**src/rtl/icache_pkg.sv**
```systemverilog
// Shared types and geometry helpers for the direct-mapped instruction cache.
package icache_pkg;

    localparam int unsigned DEF_LINE_WORDS = 4;
    localparam int unsigned DEF_NUM_LINES  = 16;

    typedef enum logic [1:0] {
        ST_IDLE   = 2'd0,
        ST_REFILL = 2'd1,
        ST_UPDATE = 2'd2
    } icache_state_e;

    function automatic int unsigned off_width(input int unsigned line_words);
        return $clog2(line_words);
    endfunction

    function automatic int unsigned idx_width(input int unsigned num_lines);
        return $clog2(num_lines);
    endfunction

    function automatic int unsigned tag_width(input int unsigned line_words,
                                              input int unsigned num_lines);
        return 30 - off_width(line_words) - idx_width(num_lines);
    endfunction

endpackage

```
**src/rtl/icache_line_store.sv**
```systemverilog
// Valid/tag/data arrays for the instruction cache: combinational read port,
// per-word data write, tag+valid write and a whole-cache invalidate.
module icache_line_store
    import icache_pkg::*;
#(
    parameter int unsigned LINE_WORDS = DEF_LINE_WORDS,
    parameter int unsigned NUM_LINES  = DEF_NUM_LINES,
    localparam int unsigned OFF = off_width(LINE_WORDS),
    localparam int unsigned IDX = idx_width(NUM_LINES),
    localparam int unsigned TAG = tag_width(LINE_WORDS, NUM_LINES)
) (
    input  logic            clk_i,
    input  logic            rst_i,
    input  logic [IDX-1:0]  rd_index_i,
    input  logic [OFF-1:0]  rd_offset_i,
    output logic            rd_valid_o,
    output logic [TAG-1:0]  rd_tag_o,
    output logic [31:0]     rd_data_o,
    input  logic [IDX-1:0]  wr_index_i,
    input  logic            data_we_i,
    input  logic [OFF-1:0]  wr_offset_i,
    input  logic [31:0]     wr_data_i,
    input  logic            tag_we_i,
    input  logic [TAG-1:0]  wr_tag_i,
    input  logic            inv_all_i
);

    logic [NUM_LINES-1:0] valid_q;
    logic [TAG-1:0]       tag_q  [NUM_LINES];
    logic [31:0]          data_q [NUM_LINES][LINE_WORDS];

    assign rd_valid_o = valid_q[rd_index_i];
    assign rd_tag_o   = tag_q[rd_index_i];
    assign rd_data_o  = data_q[rd_index_i][rd_offset_i];

    // Invalidate-all outranks the install so a flushed refill never becomes valid.
    always_ff @(posedge clk_i) begin
        if (rst_i) begin
            valid_q <= '0;
        end else if (inv_all_i) begin
            valid_q <= '0;
        end else if (tag_we_i) begin
            valid_q[wr_index_i] <= 1'b1;
        end
    end

    always_ff @(posedge clk_i) begin
        if (tag_we_i) begin
            tag_q[wr_index_i] <= wr_tag_i;
        end
    end

    always_ff @(posedge clk_i) begin
        if (data_we_i) begin
            data_q[wr_index_i][wr_offset_i] <= wr_data_i;
        end
    end

endmodule

```
**src/rtl/instruction_cache.sv**
```systemverilog
// Direct-mapped read-only instruction cache with single-outstanding line refill.
// Optional hit/miss counters are built when ICACHE_STATS_EN is defined.
module instruction_cache
    import icache_pkg::*;
#(
    parameter int unsigned LINE_WORDS = DEF_LINE_WORDS,
    parameter int unsigned NUM_LINES  = DEF_NUM_LINES
) (
    input  logic        clock,
    input  logic        reset,
    input  logic [31:0] PC,
    input  logic        flush,
    output logic [31:0] instruction,
    output logic        hit,
    output logic        mem_req,
    output logic [31:0] mem_addr,
    input  logic        mem_ready,
    input  logic [31:0] mem_rdata
`ifdef ICACHE_STATS_EN
    ,
    output logic [31:0] hit_count,
    output logic [31:0] miss_count
`endif
);

    localparam int unsigned OFF    = off_width(LINE_WORDS);
    localparam int unsigned IDX    = idx_width(NUM_LINES);
    localparam int unsigned TAG    = tag_width(LINE_WORDS, NUM_LINES);
    localparam int unsigned LINE_W = TAG + IDX;
    localparam logic [OFF-1:0] BEAT_LAST = OFF'(LINE_WORDS - 1);

    icache_state_e     state_q;
    logic [OFF-1:0]    beat_q;
    logic [OFF-1:0]    beat_d;
    logic [LINE_W-1:0] miss_line_q;
    logic              flush_pending_q;
    logic              mem_req_q;
    logic [31:0]       mem_addr_q;

    logic [OFF-1:0]    pc_off;
    logic [IDX-1:0]    pc_idx;
    logic [TAG-1:0]    pc_tag;
    logic [1:0]        unused_pc_bits;
    logic              rd_valid;
    logic [TAG-1:0]    rd_tag;
    logic [31:0]       rd_data;
    logic              kill_fill;
    logic              inv_all;
    logic              data_we;
    logic              tag_we;

    assign pc_off         = PC[2 +: OFF];
    assign pc_idx         = PC[2+OFF +: IDX];
    assign pc_tag         = PC[31 -: TAG];
    assign unused_pc_bits = PC[1:0];

    assign hit         = (state_q == ST_IDLE) && rd_valid && (rd_tag == pc_tag);
    assign instruction = rd_data;
    assign mem_req     = mem_req_q;
    assign mem_addr    = mem_addr_q;
    assign beat_d      = beat_q + OFF'(1);

    // A flush seen in the install cycle itself also suppresses the install.
    assign kill_fill = flush_pending_q || flush;
    assign inv_all   = ((state_q == ST_IDLE) && flush) ||
                       ((state_q == ST_UPDATE) && kill_fill);
    assign data_we   = (state_q == ST_REFILL) && mem_ready;
    assign tag_we    = (state_q == ST_UPDATE) && !kill_fill;

    icache_line_store #(
        .LINE_WORDS (LINE_WORDS),
        .NUM_LINES  (NUM_LINES)
    ) u_store (
        .clk_i       (clock),
        .rst_i       (reset),
        .rd_index_i  (pc_idx),
        .rd_offset_i (pc_off),
        .rd_valid_o  (rd_valid),
        .rd_tag_o    (rd_tag),
        .rd_data_o   (rd_data),
        .wr_index_i  (miss_line_q[IDX-1:0]),
        .data_we_i   (data_we),
        .wr_offset_i (beat_q),
        .wr_data_i   (mem_rdata),
        .tag_we_i    (tag_we),
        .wr_tag_i    (miss_line_q[LINE_W-1 -: TAG]),
        .inv_all_i   (inv_all)
    );

    always_ff @(posedge clock) begin
        if (reset) begin
            state_q         <= ST_IDLE;
            beat_q          <= '0;
            miss_line_q     <= '0;
            flush_pending_q <= 1'b0;
            mem_req_q       <= 1'b0;
            mem_addr_q      <= '0;
        end else begin
            unique case (state_q)
                ST_IDLE: begin
                    if (!flush && !hit) begin
                        state_q     <= ST_REFILL;
                        miss_line_q <= PC[31:2+OFF];
                        beat_q      <= '0;
                        mem_req_q   <= 1'b1;
                        mem_addr_q  <= {PC[31:2+OFF], {OFF{1'b0}}, 2'b00};
                    end
                end
                ST_REFILL: begin
                    if (flush) begin
                        flush_pending_q <= 1'b1;
                    end
                    if (mem_ready) begin
                        beat_q <= beat_d;
                        if (beat_q == BEAT_LAST) begin
                            state_q   <= ST_UPDATE;
                            mem_req_q <= 1'b0;
                        end else begin
                            mem_addr_q <= {miss_line_q, beat_d, 2'b00};
                        end
                    end
                end
                ST_UPDATE: begin
                    flush_pending_q <= 1'b0;
                    state_q         <= ST_IDLE;
                end
                default: begin
                    state_q <= ST_IDLE;
                end
            endcase
        end
    end

`ifdef ICACHE_STATS_EN
    logic [31:0] hit_count_q;
    logic [31:0] miss_count_q;

    always_ff @(posedge clock) begin
        if (reset) begin
            hit_count_q  <= '0;
            miss_count_q <= '0;
        end else begin
            if (hit) begin
                hit_count_q <= hit_count_q + 32'd1;
            end
            if ((state_q == ST_IDLE) && !hit && !flush) begin
                miss_count_q <= miss_count_q + 32'd1;
            end
        end
    end

    assign hit_count  = hit_count_q;
    assign miss_count = miss_count_q;
`endif

endmodule

```
**config.mk**
```make
export PLATFORM = sky130hd
export DESIGN_NAME = instruction_cache
export DESIGN_NICKNAME = d
export VERILOG_FILES = /design/src/rtl/icache_pkg.sv /design/src/rtl/icache_line_store.sv /design/src/rtl/instruction_cache.sv
export SDC_FILE = /design/constraint.sdc
export NUM_CORES = 2
export LEC_CHECK = 0
export CORE_MARGIN = 4
export CORE_UTILIZATION = 55
export CTS_CLUSTER_DIAMETER = 100
export DETAILED_ROUTE_END_ITERATION = 8
export GPL_TIMING_DRIVEN = 1
export HOLD_SLACK_MARGIN = 0.02
export PLACE_DENSITY = 0.75
export SLEW_MARGIN = 20
export SYNTH_ARGS = -nofsm -noshare
export SYNTH_HDL_FRONTEND = slang
export SYNTH_SLANG_ARGS = --single-unit
```
**constraint.sdc**
```tcl
create_clock -name clock -period 15.2 [get_ports clock]
set_input_delay 4.56 -clock clock [delete_from_list [all_inputs] [get_ports clock]]
set_output_delay 4.56 -clock clock [all_outputs]
set_load 0.005 [all_outputs]
```
==> Word-level counts from Yosys, hierarchy flattened <==
Memories as Yosys holds them, arrays and structs flattened.
Cells that the tools add are included.
{ "totals": {"regBits": 82, "elab_cells": 82, "out_inout_bits": 66, "romBits": 0, "n_memories": 2, "ram_bits": 2432, "latch_bits": 0} }
{ "op_classes": {"reduce_logical": 24, "bitwise": 3, "order_cmp": 6, "mul": 0, "n_shift": 0, "n_eq_ne": 9, "add_sub_neg": 1, "div_mod_pow": 0, "muxes": 30} }
{ "memory_table": {"columns": ["name", "words", "word_bits", "read_ports", "rd_ports_with_merged_regs", "write_ports", "line", "text"], "rows": [
  ["u_store.data_q", 16, 128, 1, 0, 1, "icache_line_store.sv:30", "logic [31:0] data_q [NUM_LINES][LINE_WORDS];"],
  ["u_store.tag_q", 16, 24, 1, 0, 1, "icache_line_store.sv:29", "logic [TAG-1:0] tag_q [NUM_LINES];"]
]} }
{ "op_table": {"columns": ["cell", "n"], "rows": [
  ["2-to-1 mux 32 bit", 6],
  ["2-to-1 mux 128 bit", 1],
  ["binary-select mux 32 bit (select 2 bit)", 1],
  ["demux 32 bit (select 2 bit)", 1],
  ["one-hot mux 32 bit (2 select lines)", 1],
  ["equality test 24 bit", 1],
  ["bitwise OR 16 bit", 1],
  ["< comparator 4 x 5 -> 1 bit (second input constant)", 2],
  ["2-to-1 mux 2 bit", 5],
  ["logical AND 1 bit", 9],
  ["2-to-1 mux 1 bit", 9],
  ["one-hot mux 2 bit (2 select lines)", 2],
  ["AND reduction 4 bit", 2],
  [">= comparator 3 bit (second input constant)", 2],
  ["inequality test 2 bit (second input constant)", 3],
  ["NOT 2 -> 3 bit", 2],
  ["AND reduction 3 bit", 2],
  ["binary-select mux 1 bit (select 4 bit)", 1],
  ["demux 1 bit (select 4 bit)", 1],
  ["equality test 2 bit (second input constant)", 2],
  [">= comparator 4 x 1 -> 1 bit (second input constant)", 1],
  ["inequality test 2 x 1 -> 1 bit (second input constant)", 2],
  ["one-hot mux 1 bit (2 select lines)", 2],
  ["AND reduction 2 bit", 2],
  ["8 further kinds", 12]
]} }

==> Longest topological paths before layout <==
{ "logic_depth": {"word_depth": 8, "mapped_depth": 16, "depth_no_buf": 9} }

==> Modules after synthesis <==
From an unflattened synthesis, not the netlist that was laid out.
{ "unflattened": {"cells_unflattened": 4320, "hier_area_um2": 96110.9} }
{ "modules_own_cells": {"columns": ["mod", "n_inst", "seq_area_each_um2", "cells_each", "area_each_um2"], "rows": [
  ["icache_line_store", 1, 73350.3, 3919, 92597.6],
  ["instruction_cache", 1, 1281.2, 401, 3513.4]
]} }

==> Least setup slack after synthesis <==
OpenSTA, ideal clock, no wires.
{ "synth_timing": {"path_kind": "input -> output", "start": "input port PC[4]", "end": "output port instruction[0]", "n_path_buf": 6, "cell_stages": 9, "required_time_ps": 10640, "t_arrival_ps": 7433, "path_slack_ps": 3207, "cell_sequence": "buf_6 -> buf_4 -> buf_6 -> buf_2 -> buf_2 -> buf_1 -> mux4_2 -> mux4_2 -> mux4_2"} }
{ "synth_via": {"elab_chain_len": 4} }
{ "synth_rtl": {"columns": ["item", "line", "text"], "rows": [
  ["start, declared", "instruction_cache.sv:11", "input logic [31:0] PC,"],
  ["memory read (16 x 128 bit)", null, null],
  ["binary-select mux 32 bit (select 2 bit)", "icache_line_store.sv:34", "assign rd_data_o = data_q[rd_index_i][rd_offset_i];"],
  ["2-to-1 mux 32 bit (implied by the code) (2 in a row)", "icache_line_store.sv:34", null],
  ["end, declared", "instruction_cache.sv:13", "output logic [31:0] instruction,"]
]} }
Every way passes these cells. The select of a mux whose other input is x is not followed.

==> Worst setup path after layout <==
{ "layout_timing": {"start": "input port PC[4]", "end": "output port hit"} }
{ "layout_via": {"elab_chain_len": 4, "word_cells_on_any_way": 6, "cone_classes": "eq/ne: 1; mux: 2; reduce/logical: 2; memory: 1"} }
{ "layout_rtl": {"columns": ["item", "line", "text"], "rows": [
  ["branches (longest 3 deep; another with memory read (16 x 24 bit))", null, null],
  ["logical AND 1 bit (*)", "instruction_cache.sv:57", "assign hit = (state_q == ST_IDLE) && rd_valid && (rd_tag == pc_tag);"],
  ["end, declared", "instruction_cache.sv:14", "output logic hit,"]
]} }
Every way passes the cells marked *. The select of a mux whose other input is x is not followed.

==> impl_metrics.yaml <==
floorplan:
  die_area_sq_mm: 0.183
  die_width_um: 428
  start_util: 0.556
  coreArea_sq_mm: 0.175
  num_rows: 153
  die_h_um: 428
  io_pins: 134
yosys:
  netlist.top_cell.by_area: "edfxtp_1"
  yosysWarnings: 0
  synth.most_common_cell: "edfxtp_1"
  syn_area_per_cell_sq_um: 23.0
  postSynth.asyncResetShare: 0
  synth.distinct_cells: 72
  synth_area_leaders: "edfxtp_1, mux4_2, dfxtp_1, mux2i_1, nand2_1"
  synthFlopType: "edfxtp_1"
  netlist_instances: 4213
  synthesis.area_sq_mm: 0.0971
  synth_edf_count: 2432
  seq_area_frac_synth: 0.769
  netlist.area_leader.share: 0.752
  ys_ff_latch: 2512
  synth_commonest_cells: "edfxtp_1, mux4_2, nand2_1"
global_routing:
  grt_most_used_layer: "met2"
  antenna_found_initial: 12
  met1_usage: 0.374
  grt_max_degree: 118
  grt_pass1_wl_um: 352000
  grt_use_total: 0.268
  grtUsageMet2: 0.429
  grt_pass1_vias: 47800
  overflow: 0
  use_met3: 0.0566
power_and_ir_drop:
  p_per_area_mw_per_mm2: 128
  peakVddDrop_mv: 0.116
  p_leak_nw: 34.1
worst_setup_path:
  required_ps: 10640
  worstSetupPathType: "input port to output pin"
  startpoint_type: "input port"
  crit_path_end_kind: "output pin"
  critPathArrivalTime_ps: 8860
  path_max_fanout: 68
sta:
  skew_ps: 80.4
  finalSetupTns_ps: 0
  setup_viol: 0
  maxSlewViolCount: 0
  rsz0062_at_grt: "no"
  relSlewSlack: 0.264
  finalHoldViolCount: 0
  fmax_ghz: 0.0745
  timing.final.crit_period_ps: 13420
  fin_ws_ps: 1780
  worstMarginPinSlew_ps: 1100
  holdWs_ps: 464
  period_share: 0.883
clock_tree:
  cts_sinks: 2512
  postCtsSetupBuffers: 0
  cts_tree: "built"
  htree_levels: 4
  clk_pin_slew_worst_paths_ps: 60
  insertion_delay_ps: 880
  root_buffer: "clkbuf_16"
  ctsHoldBuffers: 0
  cts.path.max_buffers: 3
  cts_buffers: 233
  post_cts_resized: 0
layout:
  final_area_sq_mm: 0.109
  antenna_cells: 0
  syn_to_final_growth_pct: 12.7
  fin_nets: 4540
  stdcell_count: 6991
  layout-drive-gt1-share: 0.289
route:
  drtAntennaViolNets: 0
  route.vias.total: 47000
  wire_per_inst_um: 34.9
  drt_wl_total_um: 244000
  drt_first_iter_violations: 7564
  drc_errors: 0
  drt_pass1_iterations: 7
  vias_per_cell: 6.73
run:
  cap_viol_max_count: 0
place:
  hpwl_um: 119000
  placed_cells: 6551
  postPlaceCellArea_sq_mm: 0.102
  io_buffers: 129
  pre_cts_ws_ps: 1820
  place.gp.congestion: 0.824
min_path:
  min_path_type: "flop to flop"
run_status:
  run_status: "finished clean"
## final timing paths
kind	to	startpoint	cells past startpoint	slack (ps)
setup / recovery	hit	PC[4]	12	1780
hold / removal	u_store.valid_q[15]$_SDFFE_PP0P_	u_store.valid_q[15]$_SDFFE_PP0P_	1	460
hold reg to reg	u_store.valid_q[15]$_SDFFE_PP0P_	u_store.valid_q[15]$_SDFFE_PP0P_	1	460
setup reg to reg	mem_addr[18]$_SDFFE_PP0P_	u_store.tag_q[15][1]$_DFFE_PP_	9	11120
## kinds of logic after synthesis
group	after synthesis	synth area share
and+or+nand+nor	398	0.0189
other	1	0.0000386
AOI/OAI and AO/OA	145	0.0102
muxes	880	0.187
buffers and inverters	249	0.0123
xor gates and xnor gates	24	0.00217
adders and majority gates	4	0.000516
DFF	2512	0.769
## layout by cell type, fill, tap and decap left out, drive strengths merged, types with 4 or more instances in the layout
master,Yosys,final
nand4,7,7
mux2i,98,98
o21a,18,18
clkinv,1,114
and2,5,5
nor4,6,6
dfxtp,80,80
a22oi,8,8
clkinvlp,0,9
xor2,7,7
nor3,14,14
ha,4,4
mux2,41,41
nor2,111,111
nand2,158,158
nor2b,52,52
bufinv,0,12
o21ai,15,15
clkbuf,98,295
clkdlybuf4s50,0,90
nand3,15,15
mux4,741,741
edfxtp,2432,2432
o22ai,10,10
a31oi,8,8
xnor2,17,17
nand2b,10,10
a21oi,35,35
buf,140,167
inv,10,14
a211oi,20,20
## flip-flops by register name, summed over array words and instances, names as in the netlist
name,cells
beat_q,2
flush_pending_q,1
mem_addr,30
mem_req,1
miss_line_q,28
state_q,2
u_store.data_q,2048
u_store.tag_q,384
u_store.valid_q,16
## cell type report
cell class,count,area (sq um)
sequential,2512,74600
fill,11100,65200
multi-input combinational,1453,21800
clock buffer,295,6170
tap,2325,2910
timing repair buffer,257,2520
clock inverter,138,1240
inverter,11,42.5
## per-stage QoR
stage / total power, mW / utilization
2_1_floorplan: 8.19 / -
3_3_place_gp: 8.48 / 0.581
3_5_place_dp: 8.49 / 0.583
4_1_cts: 14.1 / 0.625
5_1_grt: 14.4 / 0.626
6_report: 14.0 / 0.626
## critical path, cell delays in order
cell             delay (ps)
buf_8                   510
clkinv_1                980
buf_4                   540
o221ai_1                110
a22oi_1                 120
xor2_1                  210
a211oi_1                210
o32ai_1                 190
nor2_1                  130
o21ai_0                 100
nor4_1                  470
clkdlybuf4s50_1         620
## power breakdown
group | total [mW] | internal [mW] | switching (mW)
clock | 5.65 | 3.09 | 2.56
sequential | 7.64 | 7.61 | 0.0290
combinational | 0.724 | 0.306 | 0.418
total | 14.0 | 11.0 | 3.01
## layer usage
metal	routed length [um]	up-vias
li1	-	18300
met1	87700	24800
met2	120000	3392
met3	26600	527
met4	9060	14
met5	91	-
Power figures use the tool's default switching activity.
